==> src/rtl/aurora_ser_pkg.sv <==
// Shared definitions for the Aurora TX serializer.
//   - Header field positions and widths used to build the first beat of a frame.
//   - FSM state encoding.
//   - num_payload_beats(): ceiling division of the message width by the payload
//     bits carried per beat.
package aurora_ser_pkg;

    // Header beat layout (LSB first): flag, router id, TTL, destination.
    localparam int HDR_FLAG_BIT = 0;
    localparam int RID_LSB      = 1;
    localparam int TTL_LSB      = 3;
    localparam int DST_LSB      = 5;
    localparam int RID_WIDTH    = 2;
    localparam int TTL_WIDTH    = 2;

    // Payload beats carry the flag and router id below the data slice.
    localparam int PAYLOAD_LSB  = RID_LSB + RID_WIDTH;

    typedef enum logic [1:0] {
        S_IDLE    = 2'd0,
        S_HEADER  = 2'd1,
        S_PAYLOAD = 2'd2
    } ser_state_t;

    function automatic int num_payload_beats(input int send_w, input int payload_w);
        return (send_w + payload_w - 1) / payload_w;
    endfunction

endpackage

==> src/rtl/aurora_tx_serializer.sv <==
// Aurora TX serializer: turns one wide host message plus routing fields into an
// AXI4-Stream frame of one header beat followed by NUM_PAYLOAD_BEATS payload
// beats. Requests with TTL==0 are consumed and dropped without any beats.
//
// Ports:
//   clk, rst                 clock, synchronous active-high reset
//   send_data_valid/ready    request handshake (ready only in IDLE, not in reset)
//   v_data_read              host message, SEND_DATA_WIDTH bits
//   dst_addr_send            destination address
//   TTL_send, router_id_send routing fields
//   axis_tx_*                AXI4-Stream master toward the Aurora core
//   done_serializer          one-cycle pulse after the last beat handshake
//   drop_pulse               one-cycle pulse after a TTL==0 request is consumed
module aurora_tx_serializer
    import aurora_ser_pkg::*;
#(
    parameter int NUMBER_OF_LANE    = 1,
    parameter int AURORA_DATA_WIDTH = 64 * NUMBER_OF_LANE,
    parameter int SEND_DATA_WIDTH   = 1024,
    parameter int ADDR_WIDTH        = 10
) (
    input  logic                         clk,
    input  logic                         rst,
    input  logic                         send_data_valid,
    output logic                         send_data_ready,
    input  logic [SEND_DATA_WIDTH-1:0]   v_data_read,
    input  logic [ADDR_WIDTH-1:0]        dst_addr_send,
    input  logic [TTL_WIDTH-1:0]         TTL_send,
    input  logic [RID_WIDTH-1:0]         router_id_send,
    output logic                         axis_tx_tvalid,
    input  logic                         axis_tx_tready,
    output logic                         axis_tx_tlast,
    output logic [AURORA_DATA_WIDTH-1:0] axis_tx_tdata,
    output logic                         done_serializer,
    output logic                         drop_pulse
);

    localparam int HOST_PAYLOAD_WIDTH = AURORA_DATA_WIDTH - PAYLOAD_LSB;
    localparam int NUM_PAYLOAD_BEATS  = num_payload_beats(SEND_DATA_WIDTH, HOST_PAYLOAD_WIDTH);
    localparam int CNT_WIDTH          = $clog2(NUM_PAYLOAD_BEATS + 1);
    localparam int EXT_WIDTH          = NUM_PAYLOAD_BEATS * HOST_PAYLOAD_WIDTH;
    localparam logic [CNT_WIDTH-1:0] LAST_BEAT = CNT_WIDTH'(NUM_PAYLOAD_BEATS - 1);

    ser_state_t                    r_state;
    ser_state_t                    w_state_next;

    logic [SEND_DATA_WIDTH-1:0]    r_data;
    logic [SEND_DATA_WIDTH-1:0]    w_data_next;
    logic [RID_WIDTH-1:0]          r_rid;
    logic [RID_WIDTH-1:0]          w_rid_next;
    logic [CNT_WIDTH-1:0]          r_cnt;
    logic [CNT_WIDTH-1:0]          w_cnt_next;
    logic                          r_tvalid;
    logic                          w_tvalid_next;
    logic                          r_tlast;
    logic                          w_tlast_next;
    logic [AURORA_DATA_WIDTH-1:0]  r_tdata;
    logic [AURORA_DATA_WIDTH-1:0]  w_tdata_next;
    logic                          r_done;
    logic                          w_done_next;
    logic                          r_drop;
    logic                          w_drop_next;

    logic                          w_accept;
    logic                          w_hs;
    logic                          w_is_last;
    logic [CNT_WIDTH-1:0]          w_sel;
    logic [EXT_WIDTH-1:0]          w_data_ext;
    logic [AURORA_DATA_WIDTH-1:0]  w_header;
    logic [AURORA_DATA_WIDTH-1:0]  w_payload_beat;

    // Message zero-extended to a whole number of beats so the last slice
    // is padded with zeros and no part-select ever leaves the vector.
    generate
        if (EXT_WIDTH > SEND_DATA_WIDTH) begin : g_pad
            assign w_data_ext = {{(EXT_WIDTH - SEND_DATA_WIDTH){1'b0}}, r_data};
        end else begin : g_nopad
            assign w_data_ext = r_data;
        end
    endgenerate

    assign send_data_ready = (r_state == S_IDLE) && !rst;
    assign w_accept        = send_data_valid && send_data_ready;
    assign w_hs            = r_tvalid && axis_tx_tready;
    assign w_is_last       = (r_cnt == LAST_BEAT);

    // Index of the payload slice to load on the next handshake. In HEADER it
    // is slice 0; in PAYLOAD it is the following slice. On the final beat no
    // further slice is needed, so the index is parked at 0 to stay in range.
    always_comb begin
        w_sel = '0;
        if (r_state == S_PAYLOAD && !w_is_last) begin
            w_sel = r_cnt + CNT_WIDTH'(1);
        end
    end

    always_comb begin
        w_payload_beat = '0;
        w_payload_beat[RID_LSB +: RID_WIDTH] = r_rid;
        w_payload_beat[AURORA_DATA_WIDTH-1:PAYLOAD_LSB] =
            w_data_ext[int'(w_sel) * HOST_PAYLOAD_WIDTH +: HOST_PAYLOAD_WIDTH];
    end

    // Header is built straight from the request inputs because it is loaded
    // into the output register on the same edge the request is accepted.
    always_comb begin
        w_header = '0;
        w_header[HDR_FLAG_BIT]             = 1'b1;
        w_header[RID_LSB +: RID_WIDTH]     = router_id_send;
        w_header[TTL_LSB +: TTL_WIDTH]     = TTL_send;
        w_header[DST_LSB +: ADDR_WIDTH]    = dst_addr_send;
    end

    always_ff @(posedge clk) begin
        if (rst) begin
            r_state <= S_IDLE;
        end else begin
            r_state <= w_state_next;
        end
    end

    always_comb begin
        w_state_next  = r_state;
        w_data_next   = r_data;
        w_rid_next    = r_rid;
        w_cnt_next    = r_cnt;
        w_tvalid_next = r_tvalid;
        w_tlast_next  = r_tlast;
        w_tdata_next  = r_tdata;
        w_done_next   = 1'b0;
        w_drop_next   = 1'b0;

        unique case (r_state)
            S_IDLE: begin
                if (w_accept) begin
                    w_data_next = v_data_read;
                    w_rid_next  = router_id_send;
                    if (TTL_send == '0) begin
                        w_drop_next = 1'b1;
                    end else begin
                        w_state_next  = S_HEADER;
                        w_tvalid_next = 1'b1;
                        w_tlast_next  = 1'b0;
                        w_tdata_next  = w_header;
                    end
                end
            end
            S_HEADER: begin
                if (w_hs) begin
                    w_state_next = S_PAYLOAD;
                    w_cnt_next   = '0;
                    w_tdata_next = w_payload_beat;
                    w_tlast_next = (LAST_BEAT == '0);
                end
            end
            S_PAYLOAD: begin
                if (w_hs) begin
                    if (w_is_last) begin
                        w_state_next  = S_IDLE;
                        w_cnt_next    = '0;
                        w_tvalid_next = 1'b0;
                        w_tlast_next  = 1'b0;
                        w_tdata_next  = '0;
                        w_done_next   = 1'b1;
                    end else begin
                        w_cnt_next   = r_cnt + CNT_WIDTH'(1);
                        w_tdata_next = w_payload_beat;
                        w_tlast_next = ((r_cnt + CNT_WIDTH'(1)) == LAST_BEAT);
                    end
                end
            end
            default: begin
                w_state_next = S_IDLE;
            end
        endcase
    end

    always_ff @(posedge clk) begin
        if (rst) begin
            r_data   <= '0;
            r_rid    <= '0;
            r_cnt    <= '0;
            r_tvalid <= 1'b0;
            r_tlast  <= 1'b0;
            r_tdata  <= '0;
            r_done   <= 1'b0;
            r_drop   <= 1'b0;
        end else begin
            r_data   <= w_data_next;
            r_rid    <= w_rid_next;
            r_cnt    <= w_cnt_next;
            r_tvalid <= w_tvalid_next;
            r_tlast  <= w_tlast_next;
            r_tdata  <= w_tdata_next;
            r_done   <= w_done_next;
            r_drop   <= w_drop_next;
        end
    end

    assign axis_tx_tvalid  = r_tvalid;
    assign axis_tx_tlast   = r_tlast;
    assign axis_tx_tdata   = r_tdata;
    assign done_serializer = r_done;
    assign drop_pulse      = r_drop;

endmodule

==> config.mk <==
export PLATFORM = sky130hd
export DESIGN_NAME = aurora_tx_serializer
export DESIGN_NICKNAME = d
export VERILOG_FILES = /design/src/rtl/aurora_ser_pkg.sv /design/src/rtl/aurora_tx_serializer.sv
export SDC_FILE = /design/constraint.sdc
export NUM_CORES = 2
export LEC_CHECK = 0
export ABC_AREA = 1
export BUFFER_PORTS_ARGS = -buffer_cell sky130_fd_sc_hd__buf_4
export CORE_ASPECT_RATIO = 0.8
export CORE_MARGIN = 10
export CORE_UTILIZATION = 25
export CTS_BUF_LIST = sky130_fd_sc_hd__clkbuf_2
export CTS_CLUSTER_SIZE = 14
export DETAILED_ROUTE_END_ITERATION = 7
export GPL_ROUTABILITY_DRIVEN = 0
export GPL_TIMING_DRIVEN = 0
export MAX_ROUTING_LAYER = met4
export PLACE_DENSITY = 0.48
export SYNTH_ARGS = -nofsm -noshare
export SYNTH_HDL_FRONTEND = slang
export SYNTH_SLANG_ARGS = --single-unit
==> constraint.sdc <==
create_clock -name clk -period 2.6 [get_ports clk]
set_clock_uncertainty 0.15 [all_clocks]
set_input_delay 0.13 -clock clk [delete_from_list [all_inputs] [get_ports clk]]
set_output_delay 0.13 -clock clk [all_outputs]
set_load 0.01 [all_outputs]
==> results of run 1 <==
==> logic make-up after synthesis <==
group / synth area share, %
AO/OA/AOI/OAI: 6.91
XOR/XNOR: 0.0540
adder cells (fa/ha/maj): 0.206
buffers and inverters: 7.16
AND/OR/NAND/NOR: 40.3
flip-flops: 45.3
==> cells in the mapped netlist <==
cell type	instances
nand2_1	2600
nand2_2	3
xor2_1	2
nor3_1	1
buf_2	129
nor2_2	4
nand3_2	1
clkbuf_1	423
ha_1	8
buf_6	3
nand2_4	2
nand4_1	188
nor2_4	2
a221oi_1	1
a21oi_1	361
nor2_1	289
inv_1	237
nand3_1	1490
buf_1	47
dfxtp_1	1101
nor4_1	1
nand3_4	2
inv_2	8
buf_4	16
a31oi_1	1
a21oi_2	1
o21ai_0	255
o211ai_1	34
xnor2_1	1
==> through the flow <==
step	util [%]	worst slack, ns	std cells	hold WS (ns)
floorplan	-	0.0258	7211	0.0568
global placement	31.2	-3.10	10900	0.160
detailed placement	31.3	-3.09	10900	0.155
==> qor.yml, run 1 <==
synth:
  synthTopCellsByArea: "dfxtp_1 45%, nand2_1 20%, nand3_1 15%, a21oi_1 3.7%, clkbuf_1 3.3%"
  synth_nets: 8261
  synth_seq_cells: 1101
  synth_cells: 7211
  synth_area_leader_cell: "dfxtp_1"
  synth_warnings: 0
  synth_cell_types: 29
  syn_area_per_cell_um2: 6.74
  yosysTopAreaCellShare_pct: 45.3
  syn_area_mm2: 0.0486
  yosysSeqAreaShare_pct: 45.3
clocking:
  cts_hold_buf: 2306
  cts_root_buf: "clkbuf_2"
  clock_path_buffers: 4
  post_cts.repair.setup_buffers: 75
  clock-sinks: 1101
  cts_resized: 1311
  h-tree-depth: 5
  cts_buffers: 328
place:
  hpwl_um: 296000
  place_area_mm2: 0.0605
  port_buffers: 1110
floorplan:
  row_count: 144
  start_util_pct: 25.2
  pin_count: 1111
  die_x_um: 513
  fp.dieH_um: 415
outcome:
  first-error: "[ERROR RSZ-0060] Max buffer count reached."
  outcome.stop_stage: "clock tree synthesis (4_1_cts)"
  status: "aborted with a tool error"
==> inputs of run 2 (changes only) <==
==> config.mk (replaced) <==
export PLATFORM = sky130hd
export DESIGN_NAME = aurora_tx_serializer
export DESIGN_NICKNAME = d
export VERILOG_FILES = /design/src/rtl/aurora_ser_pkg.sv /design/src/rtl/aurora_tx_serializer.sv
export SDC_FILE = /design/constraint.sdc
export NUM_CORES = 2
export LEC_CHECK = 0
export ABC_AREA = 1
export BUFFER_PORTS_ARGS = -buffer_cell sky130_fd_sc_hd__buf_4
export CORE_MARGIN = 10
export CORE_UTILIZATION = 20
export DETAILED_ROUTE_END_ITERATION = 7
export GPL_ROUTABILITY_DRIVEN = 0
export GPL_TIMING_DRIVEN = 0
export PLACE_DENSITY_LB_ADDON = 0.15
export SYNTH_ARGS = -nofsm -noshare
export SYNTH_HDL_FRONTEND = slang
export SYNTH_SLANG_ARGS = --single-unit
==> constraint.sdc (replaced) <==
create_clock -name clk -period 3.4 [get_ports clk]
set_clock_uncertainty 0.15 [all_clocks]
set_input_delay 0.17 -clock clk [delete_from_list [all_inputs] [get_ports clk]]
set_output_delay 0.17 -clock clk [all_outputs]
set_load 0.01 [all_outputs]
==> run 2 against run 1 <==
  * The flow now finishes, with violations (negative setup slack)
  * Synthesized area unchanged
  * Synthesized cell count unchanged
==> qor.yml, run 2 <==
synth:
  synthTopCellsByArea: "dfxtp_1 45%, nand2_1 20%, nand3_1 15%, a21oi_1 3.7%, clkbuf_1 3.3%"
  synth_flop_cell: "dfxtp_1"
  yosys.area_share.adder_pct: 0.206
  synth_compound_area_share_pct: 6.91
  synth_xor_area_share_pct: 0.0540
  synth_nets: 8261
  yosysTopAreaCellShare_pct: 45.3
  synth_seq_cells: 1101
  synth_cells: 7211
  yosys.area_share.simple_pct: 40.3
  synth.mux.area_fraction_pct: 0
  synthMostInstantiatedCell: "nand2_1"
  syn_area_mm2: 0.0486
  yosysSeqAreaShare_pct: 45.3
  synth_warnings: 0
  synth_area_leader_cell: "dfxtp_1"
  synth_cell_types: 29
  async_flop_share_pct: 0
  syn_area_per_cell_um2: 6.74
  ys_top_cells_by_count: "2600 x nand2_1, 1490 x nand3_1, 1101 x dfxtp_1, 423 x clkbuf_1, 361 x a21oi_1"
  synth_edf_count: 0
  synth_top_family_by_area: "simple AND/OR/NAND/NOR gates"
finish:
  area_growth_pct: 75.1
  final_cell_mix: "2561 x nand2_1, 1692 x dlygate4sd3_1, 1420 x nand3_1"
  drive_gt1_share_pct: 17.5
  fillers: 25600
  mostFrequentLayoutCell: "nand2_1"
  top_register: "r_data"
  regArea_mm2: 0.0220
  multiInputGateArea_mm2: 0.0238
  nNetsFinal: 11200
  largest_register_ff_count: 1024
sta:
  setup_viol: 3
  slew_headroom_pct: 6.42
  drv_slew: 0
  finalCritPeriodShare_pct: 101
  final_hold_viol_count: 0
  worst_hold_slack_ns: 0.0170
  tightest_slew_ns: 1.40
  layout_setup_ws_ns: -0.0252
  fmax_mhz: 292
  rsz0062_at_grt: "yes"
  layout_min_cycle_time_ns: 3.43
worst_setup_path:
  crit_chain: "inv_2 -> buf_12 -> buf_16 -> buf_6 -> ha_1 -> nand2_1 -> inv_1 -> nand2_4 -> nand2_4 -> inv_2 -> nand2_4 -> buf_12 -> buf_12 -> buf_8 -> o211ai_1 -> nand3_1 -> nand3_1 -> nand3_2 -> a21oi_1"
  critPathTopFamily: "buffers and inverters"
  worstPathMaxFanout: 10
  cp_data_required_time_ns: 3.91
  slowest_stage: "dfxtp_4"
  worstPathArrival_ns: 3.94
  cp-end-kind: "flop"
  start_kind: "flop"
  path_buf_inv: 9
  cpPeakStageDelay_ns: 0.35
  critical_path_class: "reg2reg"
outcome:
  status: "finished with violations"
  failed_checks: "negative setup slack"
global_route:
  grt_max_degree: 20
  grt_antenna_before_repair: 73
  grt_pass1_vias: 65300
  track_usage_pct: 29.8
  grt_overflow_total: 0
  grt_pass1_wl_um: 546000
place:
  port_buffers: 1110
  hpwl_um: 328000
clocking:
  clk_pin_slew_ns: 0.06
  clk_latency_ns: 0.83
  clock-sinks: 1101
  clock_path_buffers: 3
  h-tree-depth: 4
  cts_root_buf: "clkbuf_16"
  cts_buffers: 144
  cts_tree: "yes"
flow_run:
  drv_cap: 0
pwr:
  seq_power_share_pct: 32.0
  switching_power_uw: 21400
  power_density_mw_per_mm2: 611
  switching_share_pct: 41.1
  p_leak_uw: 0.0389
  finalPower_uw: 52100
  ir_drop_uv: 472
  clkPwrFrac_pct: 31.2
  internal_power_uw: 30700
  p_comb_share_pct: 36.8
routing:
  detail-route-antenna-nets: 0
  drtIter0Drc: 7585
  vias: 66100
  routedWlPerCell_um: 30.5
  routed_wl_um: 414000
  post-route-drc-count: 0
  dr.pass1.iters: 6
  routed_via_density: 4.88
floorplan:
  row_count: 180
  fp.dieH_um: 513
  dieArea_mm2: 0.263
  pin_count: 1111
  die_x_um: 513
  start_util_pct: 20.2
  core_area_mm2: 0.241
min_path:
  min_path_type: "in2reg"
-- run 2: cell counts after synthesis --
Identical to the previous run, type by type.
-- run 2: per-stage QoR --
stage | utilization (%) | TNS [ns] | instances | setup slack, ns | instance area, um2
after floorplan | - | 0 | 7211 | 0.757 | 48600
after global placement | 25.3 | -972.55 | 11500 | -2.54 | 61000
after detailed placement | 25.5 | -220.88 | 11500 | -2.27 | 61400
after CTS | 35.1 | 0 | 13500 | 0.000132 | 84600
after global routing | 35.3 | -0.223 | 13500 | -0.0434 | 85100
final | 35.3 | -0.0682 | 13500 | -0.0252 | 85100
-- run 2: cells by family (layout without fill, tap and decap cells) --
kind of cell    Yosys count  count (layout)
fa+ha+maj                 8               8
flops                  1101            1101
compound gates          653             653
simple gates           4583            4583
xor+xnor                  3               3
buf+inv                 863            3956
other cells               0              53
-- run 2: per-layer routing --
layer	wire length [um]	up-vias	global-route usage (%)	share of wire [%]
li1	-	29700	-	-
met1	167000	32000	36.9	40
met2	186000	3672	48.5	45
met3	33400	776	5.93	8.1
met4	27600	22	16.3	6.7
met5	145	-	0	0.035
-- run 2: repair_timing --
item                        CTS  global route
setup endpoints to repair   573           161
hold buffers               1692             0
setup buffers                15             4
resized for setup           346           176
gates cloned                  2             0
hold endpoints to repair   1052             0
pin swaps                    31            31
-- run 2: worst register-to-register path, stage by stage, from the launching register on --
cell and delay [ns]:
dfxtp_4 0.35, inv_2 0.10, buf_12 0.13, buf_16 0.12
buf_6 0.17, ha_1 0.17, nand2_1 0.05, inv_1 0.09
nand2_4 0.10, nand2_4 0.16, inv_2 0.09, nand2_4 0.14
buf_12 0.20, buf_12 0.19, buf_8 0.19, o211ai_1 0.35
nand3_1 0.21, nand3_1 0.11, nand3_2 0.12, a21oi_1 0.08
-- run 2: power by group through the flow --
stage                     Combinational (uW)  Clock [uW]  Sequential, uW
after global routing                   20000       16800           16800
after CTS                              18700       16400           16600
final                                  19200       16200           16700
after global placement                 16300           0           16800
after detailed placement               16600           0           16900
after floorplan                         7540           0           16400
-- run 2: layout make-up --
type | count | share of cell area (%)
Clock inverter | 40 | 0.604
Inverter | 245 | 1.10
Antenna cell | 53 | 0.156
Timing Repair Buffer | 2843 | 30.6
Buffer | 610 | 3.96
Multi-Input combinational cell | 5247 | 27.9
Clock buffer | 218 | 5.15
Sequential cell | 1101 | 25.9
Tap cell | 3185 | 4.68
-- run 2: path summary, 6_finish.rpt --
path / slack (ns) / start / cells past startpoint / end
hold reg to reg: 0.30 / r_data[481] / 2 / r_data[481]
hold / removal: 0.02 / v_data_read[588] / 4 / r_data[588]
setup / recovery: -0.03 / r_cnt[0] / 19 / axis_tx_tdata[53]
setup reg to reg: -0.03 / r_cnt[0] / 19 / axis_tx_tdata[53]
No activity file was read; power rests on OpenSTA's default activity.
